==> config.mk <==
export PLATFORM = sky130hd
export DESIGN_NAME = thirty_two_bit_divider_flat
export DESIGN_NICKNAME = d
export VERILOG_FILES = /design/src/rtl/thirty_two_bit_divider_if.sv /design/src/rtl/thirty_two_bit_divider.sv /design/src/flat_wrapper.sv
export SDC_FILE = /design/constraint.sdc
export NUM_CORES = 1
export LEC_CHECK = 0
export CORE_MARGIN = 10
export CORE_UTILIZATION = 40
export DETAILED_ROUTE_END_ITERATION = 8
export PLACE_DENSITY_LB_ADDON = 0.1
export SETUP_SLACK_MARGIN = 0.2
export SLEW_MARGIN = 5
export SYNTH_ARGS = -nofsm -noshare
export SYNTH_HDL_FRONTEND = slang
export SYNTH_SLANG_ARGS = --single-unit
==> constraint.sdc <==
create_clock -name i_clk -period 15.15 [get_ports i_clk]
set_input_delay 3.7875 -clock i_clk [delete_from_list [all_inputs] [get_ports i_clk]]
set_output_delay 3.7875 -clock i_clk [all_outputs]
set_load 0.03 [all_outputs]
==> src/rtl/thirty_two_bit_divider_if.sv <==
// rtl/thirty_two_bit_divider_if.sv - execute-stage to divider handshake bundle
//
// Purpose: groups the start/busy/done handshake, operands and results.
// Signals (divider view):
//   i_start       request, sampled only while the divider is idle
//   i_is_signed   1 = DIV/REM, 0 = DIVU/REMU, captured with i_start
//   i_operator_1  dividend, captured with i_start
//   i_operator_2  divisor, captured with i_start
//   o_busy        high from the accept edge until the result edge
//   o_done        one-cycle pulse, results valid from this cycle
//   o_quotient    registered quotient, holds until the next o_done
//   o_remainder   registered remainder, holds until the next o_done
// Modports: master = execute stage, slave = divider.
interface thirty_two_bit_divider_if #(
    parameter int WIDTH = 32
);
    logic             i_start;
    logic             i_is_signed;
    logic [WIDTH-1:0] i_operator_1;
    logic [WIDTH-1:0] i_operator_2;
    logic             o_busy;
    logic             o_done;
    logic [WIDTH-1:0] o_quotient;
    logic [WIDTH-1:0] o_remainder;

    modport master (
        output i_start, i_is_signed, i_operator_1, i_operator_2,
        input  o_busy, o_done, o_quotient, o_remainder
    );

    modport slave (
        input  i_start, i_is_signed, i_operator_1, i_operator_2,
        output o_busy, o_done, o_quotient, o_remainder
    );
endinterface

==> src/rtl/thirty_two_bit_divider.sv <==
// rtl/thirty_two_bit_divider.sv - multi-cycle radix-2 restoring divider (DIV/DIVU/REM/REMU)
//
// Purpose: produces quotient and remainder of one 32-bit integer division,
// one quotient bit per clock, with a start/busy/done handshake.
// Ports:
//   i_clk   system clock, rising edge
//   i_rst   asynchronous active-high reset
//   bus     thirty_two_bit_divider_if.slave (operands, handshake, results)
// Parameters:
//   WIDTH   operand/result width (32)
//   ITER    iteration count, must equal WIDTH
// Optional feature macro: DIV_FAST_SPECIAL_EN
//   defined   : divide-by-zero and signed overflow skip CALC (done after edge k+1)
//   undefined : special cases run all iterations, results forced in FINISH
module thirty_two_bit_divider #(
    parameter int WIDTH = 32,
    parameter int ITER  = 32
) (
    input  logic                         i_clk,
    input  logic                         i_rst,
    thirty_two_bit_divider_if.slave      bus
);
    localparam int CW = $clog2(ITER);
    localparam logic [WIDTH-1:0] MIN_NEG = {1'b1, {(WIDTH-1){1'b0}}};

    typedef enum logic [1:0] {
        S_IDLE   = 2'd0,
        S_CALC   = 2'd1,
        S_FINISH = 2'd2
    } state_t;

    state_t           r_state;
    logic [CW-1:0]    r_counter;
    logic [WIDTH-1:0] r_dividend;      // shifts out dividend bits, shifts in quotient bits
    logic [WIDTH-1:0] r_partial_rem;
    logic [WIDTH-1:0] r_abs_divisor;
    logic [WIDTH-1:0] r_orig_dividend; // remainder for divide-by-zero
    logic             r_neg_q;
    logic             r_neg_r;
    logic             r_div_zero;
    logic             r_overflow;
    logic             r_busy;
    logic             r_done;
    logic [WIDTH-1:0] r_quotient;
    logic [WIDTH-1:0] r_remainder;

    logic             w_op1_neg;
    logic             w_op2_neg;
    logic [WIDTH-1:0] w_abs_op1;
    logic [WIDTH-1:0] w_abs_op2;
    logic             w_div_zero;
    logic             w_overflow;
    logic [WIDTH:0]   w_shift;
    logic [WIDTH+1:0] w_trial;
    logic             w_trial_neg;

    assign w_op1_neg  = bus.i_is_signed & bus.i_operator_1[WIDTH-1];
    assign w_op2_neg  = bus.i_is_signed & bus.i_operator_2[WIDTH-1];
    // abs(MIN_NEG) wraps to MIN_NEG, which is the correct unsigned 2^31.
    assign w_abs_op1  = w_op1_neg ? (~bus.i_operator_1 + 1'b1) : bus.i_operator_1;
    assign w_abs_op2  = w_op2_neg ? (~bus.i_operator_2 + 1'b1) : bus.i_operator_2;
    assign w_div_zero = (bus.i_operator_2 == '0);
    assign w_overflow = bus.i_is_signed & (bus.i_operator_1 == MIN_NEG) & (&bus.i_operator_2);

    // 33-bit shifted remainder minus divisor; the extra top bit is the borrow,
    // so unsigned divisors up to 2^32-1 compare correctly.
    assign w_shift     = {r_partial_rem, r_dividend[WIDTH-1]};
    assign w_trial     = {1'b0, w_shift} - {2'b00, r_abs_divisor};
    assign w_trial_neg = w_trial[WIDTH+1];

    always_ff @(posedge i_clk or posedge i_rst) begin
        if (i_rst) begin
            r_state         <= S_IDLE;
            r_counter       <= '0;
            r_dividend      <= '0;
            r_partial_rem   <= '0;
            r_abs_divisor   <= '0;
            r_orig_dividend <= '0;
            r_neg_q         <= 1'b0;
            r_neg_r         <= 1'b0;
            r_div_zero      <= 1'b0;
            r_overflow      <= 1'b0;
            r_busy          <= 1'b0;
            r_done          <= 1'b0;
            r_quotient      <= '0;
            r_remainder     <= '0;
        end else begin
            r_done <= 1'b0;
            case (r_state)
                S_IDLE: begin
                    if (bus.i_start) begin
                        r_dividend      <= w_abs_op1;
                        r_abs_divisor   <= w_abs_op2;
                        r_orig_dividend <= bus.i_operator_1;
                        r_neg_q         <= w_op1_neg ^ w_op2_neg;
                        r_neg_r         <= w_op1_neg;
                        r_div_zero      <= w_div_zero;
                        r_overflow      <= w_overflow;
                        r_partial_rem   <= '0;
                        r_counter       <= '0;
                        r_busy          <= 1'b1;
`ifdef DIV_FAST_SPECIAL_EN
                        if (w_div_zero || w_overflow)
                            r_state <= S_FINISH;
                        else
                            r_state <= S_CALC;
`else
                        r_state <= S_CALC;
`endif
                    end
                end
                S_CALC: begin
                    if (w_trial_neg) begin
                        r_partial_rem <= w_shift[WIDTH-1:0];
                        r_dividend    <= {r_dividend[WIDTH-2:0], 1'b0};
                    end else begin
                        r_partial_rem <= w_trial[WIDTH-1:0];
                        r_dividend    <= {r_dividend[WIDTH-2:0], 1'b1};
                    end
                    r_counter <= r_counter + CW'(1);
                    if (r_counter == CW'(ITER - 1))
                        r_state <= S_FINISH;
                end
                S_FINISH: begin
                    // Special cases bypass sign fix-up so it cannot corrupt them.
                    if (r_div_zero) begin
                        r_quotient  <= '1;
                        r_remainder <= r_orig_dividend;
                    end else if (r_overflow) begin
                        r_quotient  <= MIN_NEG;
                        r_remainder <= '0;
                    end else begin
                        r_quotient  <= r_neg_q ? (~r_dividend + 1'b1) : r_dividend;
                        r_remainder <= r_neg_r ? (~r_partial_rem + 1'b1) : r_partial_rem;
                    end
                    r_done  <= 1'b1;
                    r_busy  <= 1'b0;
                    r_state <= S_IDLE;
                end
                default: begin
                    r_state <= S_IDLE;
                    r_busy  <= 1'b0;
                end
            endcase
        end
    end

    assign bus.o_busy      = r_busy;
    assign bus.o_done      = r_done;
    assign bus.o_quotient  = r_quotient;
    assign bus.o_remainder = r_remainder;
endmodule

==> src/flat_wrapper.sv <==
// flat-port wrapper written by rule: the top's interface ports become plain ports
module thirty_two_bit_divider_flat 
#(
    parameter int WIDTH = 32,
    parameter int ITER  = 32
)
  (i_clk, i_rst, bus_i_start, bus_i_is_signed, bus_i_operator_1, bus_i_operator_2, bus_o_busy, bus_o_done, bus_o_quotient, bus_o_remainder);
  thirty_two_bit_divider_if #(.WIDTH(WIDTH)) bus_i ();
  input  logic i_clk;
  input  logic i_rst;
  input wire logic [$bits(bus_i.i_start)-1:0] bus_i_start;
  input wire logic [$bits(bus_i.i_is_signed)-1:0] bus_i_is_signed;
  input wire logic [$bits(bus_i.i_operator_1)-1:0] bus_i_operator_1;
  input wire logic [$bits(bus_i.i_operator_2)-1:0] bus_i_operator_2;
  output wire logic [$bits(bus_i.o_busy)-1:0] bus_o_busy;
  output wire logic [$bits(bus_i.o_done)-1:0] bus_o_done;
  output wire logic [$bits(bus_i.o_quotient)-1:0] bus_o_quotient;
  output wire logic [$bits(bus_i.o_remainder)-1:0] bus_o_remainder;
  assign bus_i.i_start = bus_i_start;
  assign bus_i.i_is_signed = bus_i_is_signed;
  assign bus_i.i_operator_1 = bus_i_operator_1;
  assign bus_i.i_operator_2 = bus_i_operator_2;
  assign bus_o_busy = bus_i.o_busy;
  assign bus_o_done = bus_i.o_done;
  assign bus_o_quotient = bus_i.o_quotient;
  assign bus_o_remainder = bus_i.o_remainder;
  thirty_two_bit_divider #(.WIDTH(WIDTH), .ITER(ITER)) u_core (.i_clk(i_clk), .i_rst(i_rst), .bus(bus_i));
endmodule
After elaboration in Yosys (flattened, before gate mapping)
Cells that the tools add are included.
{"block": "totals", "reg_bits": 205, "out_inout_bits": 66, "word_cells": 66}
{"block": "op_classes", "n_addsub": 6, "n_eq_ne": 6, "mux": 22, "n_bitwise": 10, "reduce_logical": 8}
{"op": "2-to-1 mux 32 bit", "count": 11}
{"op": "adder 32 x 1 -> 32 bit, second input constant", "count": 4}
{"op": "NOT 32 bit", "count": 4}
{"op": "one-hot mux 32 bit (2 select lines)", "count": 2}
{"op": "subtractor 33 x 32 -> 34 bit", "count": 1}
{"op": "equality test 32 bit, second input constant", "count": 1}
{"op": "zero test 32 bit", "count": 1}
{"op": "AND reduction 32 bit", "count": 1}
{"op": "one-hot mux 5 bit (2 select lines)", "count": 1}
{"op": "AND reduction 2 bit", "count": 4}
{"op": "adder 5 x 1 -> 5 bit, second input constant", "count": 1}
{"op": "equality test 5 bit, second input constant", "count": 1}
{"op": "2-to-1 mux 5 bit", "count": 1}
{"op": "bitwise AND 1 bit", "count": 4}
{"op": "2-to-1 mux 2 bit", "count": 2}
{"op": "one-hot mux 2 bit (2 select lines)", "count": 1}
{"op": "2-to-1 mux 1 bit", "count": 3}
{"op": "equality test 2 x 1 -> 1 bit, second input constant", "count": 1}
{"op": "equality test 2 bit, second input constant", "count": 1}
{"op": "zero test 2 bit", "count": 1}
{"op": "inequality test 2 x 1 -> 1 bit, second input constant", "count": 1}
{"op": "inequality test 2 bit, second input constant", "count": 1}
{"op": "one-hot mux 1 bit (2 select lines)", "count": 1}
{"op": "nonzero test 2 bit", "count": 1}
{"op": "other kinds (2)", "count": 2}

Depth between registers and ports, before layout
{"block": "logic_depth", "ltp_word": 5, "ltp_mapped": 13, "mapped_depth_nobuf": 12}

Worst setup path before layout
No wires, ideal clock.
{"block": "synth_timing", "path_type": "in2reg", "startpoint": "input bus_i_operator_2[8]", "endpoint": "register u_core.r_abs_divisor[30]", "setup_ps": 129, "arrival_time_ps": 5856, "t_required_ps": 15021, "slack_ps": 9166, "cell_stages": 8, "cell_sequence": "or4_1 -> or3_1 -> or4_1 -> nor2_1 -> nand2_1 -> o41ai_1 -> xor2_1 -> o21ai_1"}
{"block": "synth_via", "elab_chain_len": 3}
{"item": "start: declaration", "line": "flat_wrapper.sv:14", "text": "input wire logic [$bits(bus_i.i_operator_2)-1:0] bus_i_operator_2;"}
{"item": "NOT 32 bit", "line": "thirty_two_bit_divider.sv:61", "text": "assign w_abs_op2 = w_op2_neg ? (~bus.i_operator_2 + 1'b1) : bus.i_operator_2;"}
{"item": "adder 32 x 1 -> 32 bit", "line": "thirty_two_bit_divider.sv:61"}
{"item": "2-to-1 mux 32 bit", "line": "thirty_two_bit_divider.sv:61"}
{"item": "end signal: assignment", "line": "thirty_two_bit_divider.sv:93", "text": "r_abs_divisor <= w_abs_op2;"}
{"item": "end: declaration", "line": "thirty_two_bit_divider.sv:36", "text": "logic [WIDTH-1:0] r_abs_divisor;"}
Every way passes these cells.
A chain may end at the register's enable or synchronous reset.

Worst setup path after layout
Same ends and word-level chain as after synthesis.

==> flow_metrics.tcl <==
set metrics [dict create \
    coreArea_sq_mm 0.0314 \
    fin_ws_ns 8.87 \
    diodes 0 \
    outcome "finished clean" \
    drv_slew 0 \
    cts_resized 0 \
    required_ns 15.53 \
    final_antenna_net_count 0 \
    gp_congestion 0.887 \
    worstPathArrival_ns 6.66 \
    synth_top_area_cell "dfrtp_1" \
    die_area_sq_mm 0.0392 \
    period_minus_slack_ns 6.28 \
    cp_top_family "simple AND/OR/NAND/NOR gates" \
    fmax_mhz 159 \
    antenna_found_initial 0 \
    power.total_w 0.00324 \
    cts_setup_buffers 0 \
    synth_compound_area_share_pct 22.9 \
    cts.clk_slew.worst_paths_ns 0.05 \
    cts_tree "yes" \
    synthAdderAreaFrac_pct 4.01 \
    worst_pin_slew_ns 1.23 \
    htree_levels 1 \
    worstSetupStartpointType "primary input" \
    fin_crit_sh_pct 41.5 \
    synth_fp_nets 1599 \
    startpoint "bus_i_operator_2[8]" \
    synth-main-ff-cell "dfrtp_1" \
    r2r_cells 10 \
    avgSynthCellArea_sq_um 8.50 \
    grt_usage_pct 19.1 \
    regToRegStartpoint "u_core.r_partial_rem[20]" \
    yosysMostFrequentCell "nand2_1" \
    die_w_um 198 \
    grt_max_degree 129 \
    routed_via_density 5.51 \
    fp.dieH_um 198 \
    synthArstFlopShare_pct 100 \
    synthCells 1491 \
    io-pin-count 134 \
    cts_sinks 205 \
    syn_to_final_growth_pct 19.4 \
    slew_headroom_pct 17.6 \
    yosys-top-cells-count "nand2_1, dfrtp_1, o21ai_0" \
    start_util_pct 40.4 \
    drt-pass1-iter-count 6 \
    design_area_sq_mm 0.0151 \
    synth-edff-count 0 \
    synth.mux.area_fraction_pct 1.35 \
    crit_chain "clkdlybuf4s50_1 -> or4_1 -> or3_1 -> or4_1 -> nor2_1 -> nand2_1 -> o41ai_1 -> xor2_1 -> o21ai_1" \
    holdPathEnd "u_core.bus.o_quotient[7]" \
    regToRegEndpoint "u_core.r_partial_rem[29]" \
    ff2ff_setup_slack_ns 11.50 \
    portBuffers 133 \
    max_stage_delay_ns 0.59 \
    maxCapViolations 0 \
    nNetsFinal 1686 \
    ys_ff_latch 205 \
    gr-total-overflow 0 \
    crit_type "primary input to register" \
    fin_tns_setup_ns 0 \
    drive_above_1_share_pct 4.02 \
    hold_buffers 0 \
    finalSetupViolations 0 \
    holdWs_ns 0.464 \
    crit_fanout 5 \
    min_path_cells 2 \
    rsz0062_at_grt "no" \
    synthXorXnorAreaFrac_pct 10.2 \
    wirelength_mm 38.0 \
    drtIter0Drc 646 \
    cp-end-kind "register" \
    min_from "u_core.bus.o_quotient[7]" \
    synth_top_family_by_area "compound AO/OA/AOI/OAI gates" \
    cts-root-buf "clkbuf_16" \
    num-fill-cells 3106 \
    power_density_mw_per_mm2 214 \
    first_global_vias 10800 \
    cts-buffers-inserted 26 \
    critical-path-slowest-cell "or4_1" \
    insertion_delay_ns 0.53 \
    wl_per_cell_um 19.0 \
    ys_warn_count 0 \
    hold_path_class "register to register" \
    syn_area_sq_mm 0.0127 \
    grt_pass1_wl_mm 60.4 \
    ys_types 61 \
    drc 0 \
    synth.area.top_cells "dfrtp_1, nand2_1, o21ai_0, xor2_1, xnor2_1" \
    synth.yosys.seq_area_share_pct 40.5 \
    rows 65 \
    fin_skew_ns 0.0178 \
    ir_drop_uv 90.2 \
    cts_max_path_buffers 3 \
    yosys.area.top_type_share_pct 40.5 \
    leakage_nw 6.42 \
    post-place-ws_ns 8.32 \
    postPlaceCellArea_sq_mm 0.0143 \
    cp_common_cell "or4_1" \
    path_buf_inv 1 \
    yosys.area_share.simple_pct 16.8 \
    hpwlAfterDp_mm 28.2 \
    num_vias 11000 \
    hold_violations 0 \
]
-- power breakdown --
group,switching (W),total [W],internal (W)
clock network,0.000230,0.000598,0.000367
logic,0.000939,0.00164,0.000696
registers,0.000249,0.00101,0.000759
-- routing by layer --
| metal | global-route usage [%] | routed length (um) | vias up |
|---|---|---|---|
| li1 | - | - | 5499 |
| met1 | 24.9 | 17100 | 5209 |
| met2 | 33.0 | 18700 | 230 |
| met3 | 2.04 | 1390 | 45 |
| met4 | 4.38 | 704 | 0 |
| met5 | 0 | 0 | - |
-- cell type report --
type                       instances  area (sq um)  area share [%]
clock buffer                      38           777            5.13
clock inverter                     4          51.3           0.339
inverter                          56           218            1.44
multi-input combinational       1145          7050            46.5
sequential                       205          5130            33.9
tap                              402           503            3.32
timing repair buffer             144          1410            9.34
-- tightest hold or removal path, delay by kind of cell, from the launching register on --
family / cells / cell delay [ns]
simple gates: 2 / 0.10
flops: 1 / 0.33
-- sequential cells by signal (all words and copies together), names as in the netlist --
| name | count |
|---|---|
| u_core.r_state | 2 |
| u_core.bus.o_busy | 1 |
| u_core.bus.o_quotient | 32 |
| u_core.r_overflow | 1 |
| u_core.r_counter | 5 |
| u_core.r_neg_q | 1 |
| u_core.bus.o_remainder | 32 |
| u_core.r_div_zero | 1 |
| u_core.r_abs_divisor | 32 |
| u_core.r_dividend | 32 |
| u_core.r_orig_dividend | 32 |
| u_core.bus.o_done | 1 |
| u_core.r_partial_rem | 32 |
| u_core.r_neg_r | 1 |
-- through the flow --
stage,utilization [%],std cells
6_report,48.2,1994
4_1_cts,48.2,1994
2_1_floorplan,-,1491
3_3_place_gp,45.6,1952
3_5_place_dp,45.6,1952
5_1_grt,48.2,1994
-- cells by family (layout without fill, tap and decap cells) --
family                   after synthesis  count (layout)
AO/OA/AOI/OAI                        470             470
XOR/XNOR                             148             148
adder cells (fa/ha/maj)               40              40
buffers and inverters                141             242
flip-flops                           205             205
multiplexers                          17              17
AND/OR/NAND/NOR                      470             470
-- how the worst max path moves through the flow --
stage	endpoint	slack, ns	cells past startpoint
3_3_place_gp	u_core.r_abs_divisor[27]	8.34	9
6_report	u_core.r_abs_divisor[30]	8.87	9
4_1_cts	u_core.r_abs_divisor[27]	8.88	9
5_1_grt	u_core.r_abs_divisor[30]	8.71	9
3_5_place_dp	u_core.r_abs_divisor[27]	8.32	9
2_1_floorplan	u_core.bus.o_busy	5.77	1
-- placed cells by master (no fill, tap or decap), types with 5 or more instances in the layout --
cell and instances:
nand2_1 232, dfrtp_1 205, o21ai_0 174, clkdlybuf4s50_1 133
nor2_1 100, a21oi_1 96, xor2_1 85, xnor2_1 63
inv_1 55, ha_1 39, a22oi_1 34, clkbuf_16 27
a21o_1 23, o31ai_1 21, nor3_1 19, o41ai_1 18
or4_1 18, o22ai_1 17, and3_1 16, mux2i_1 16
nand3_1 13, a221oi_1 13, a32oi_1 13, o21ai_1 12
nand2b_1 12, nand4_1 12, buf_4 11, or3_1 10
a31oi_1 9, nor4_1 8, o211ai_1 8, clkbuf_8 6
a221o_1 5, and2_1 5, clkbuf_1 5
Power figures use the tool's default switching activity.
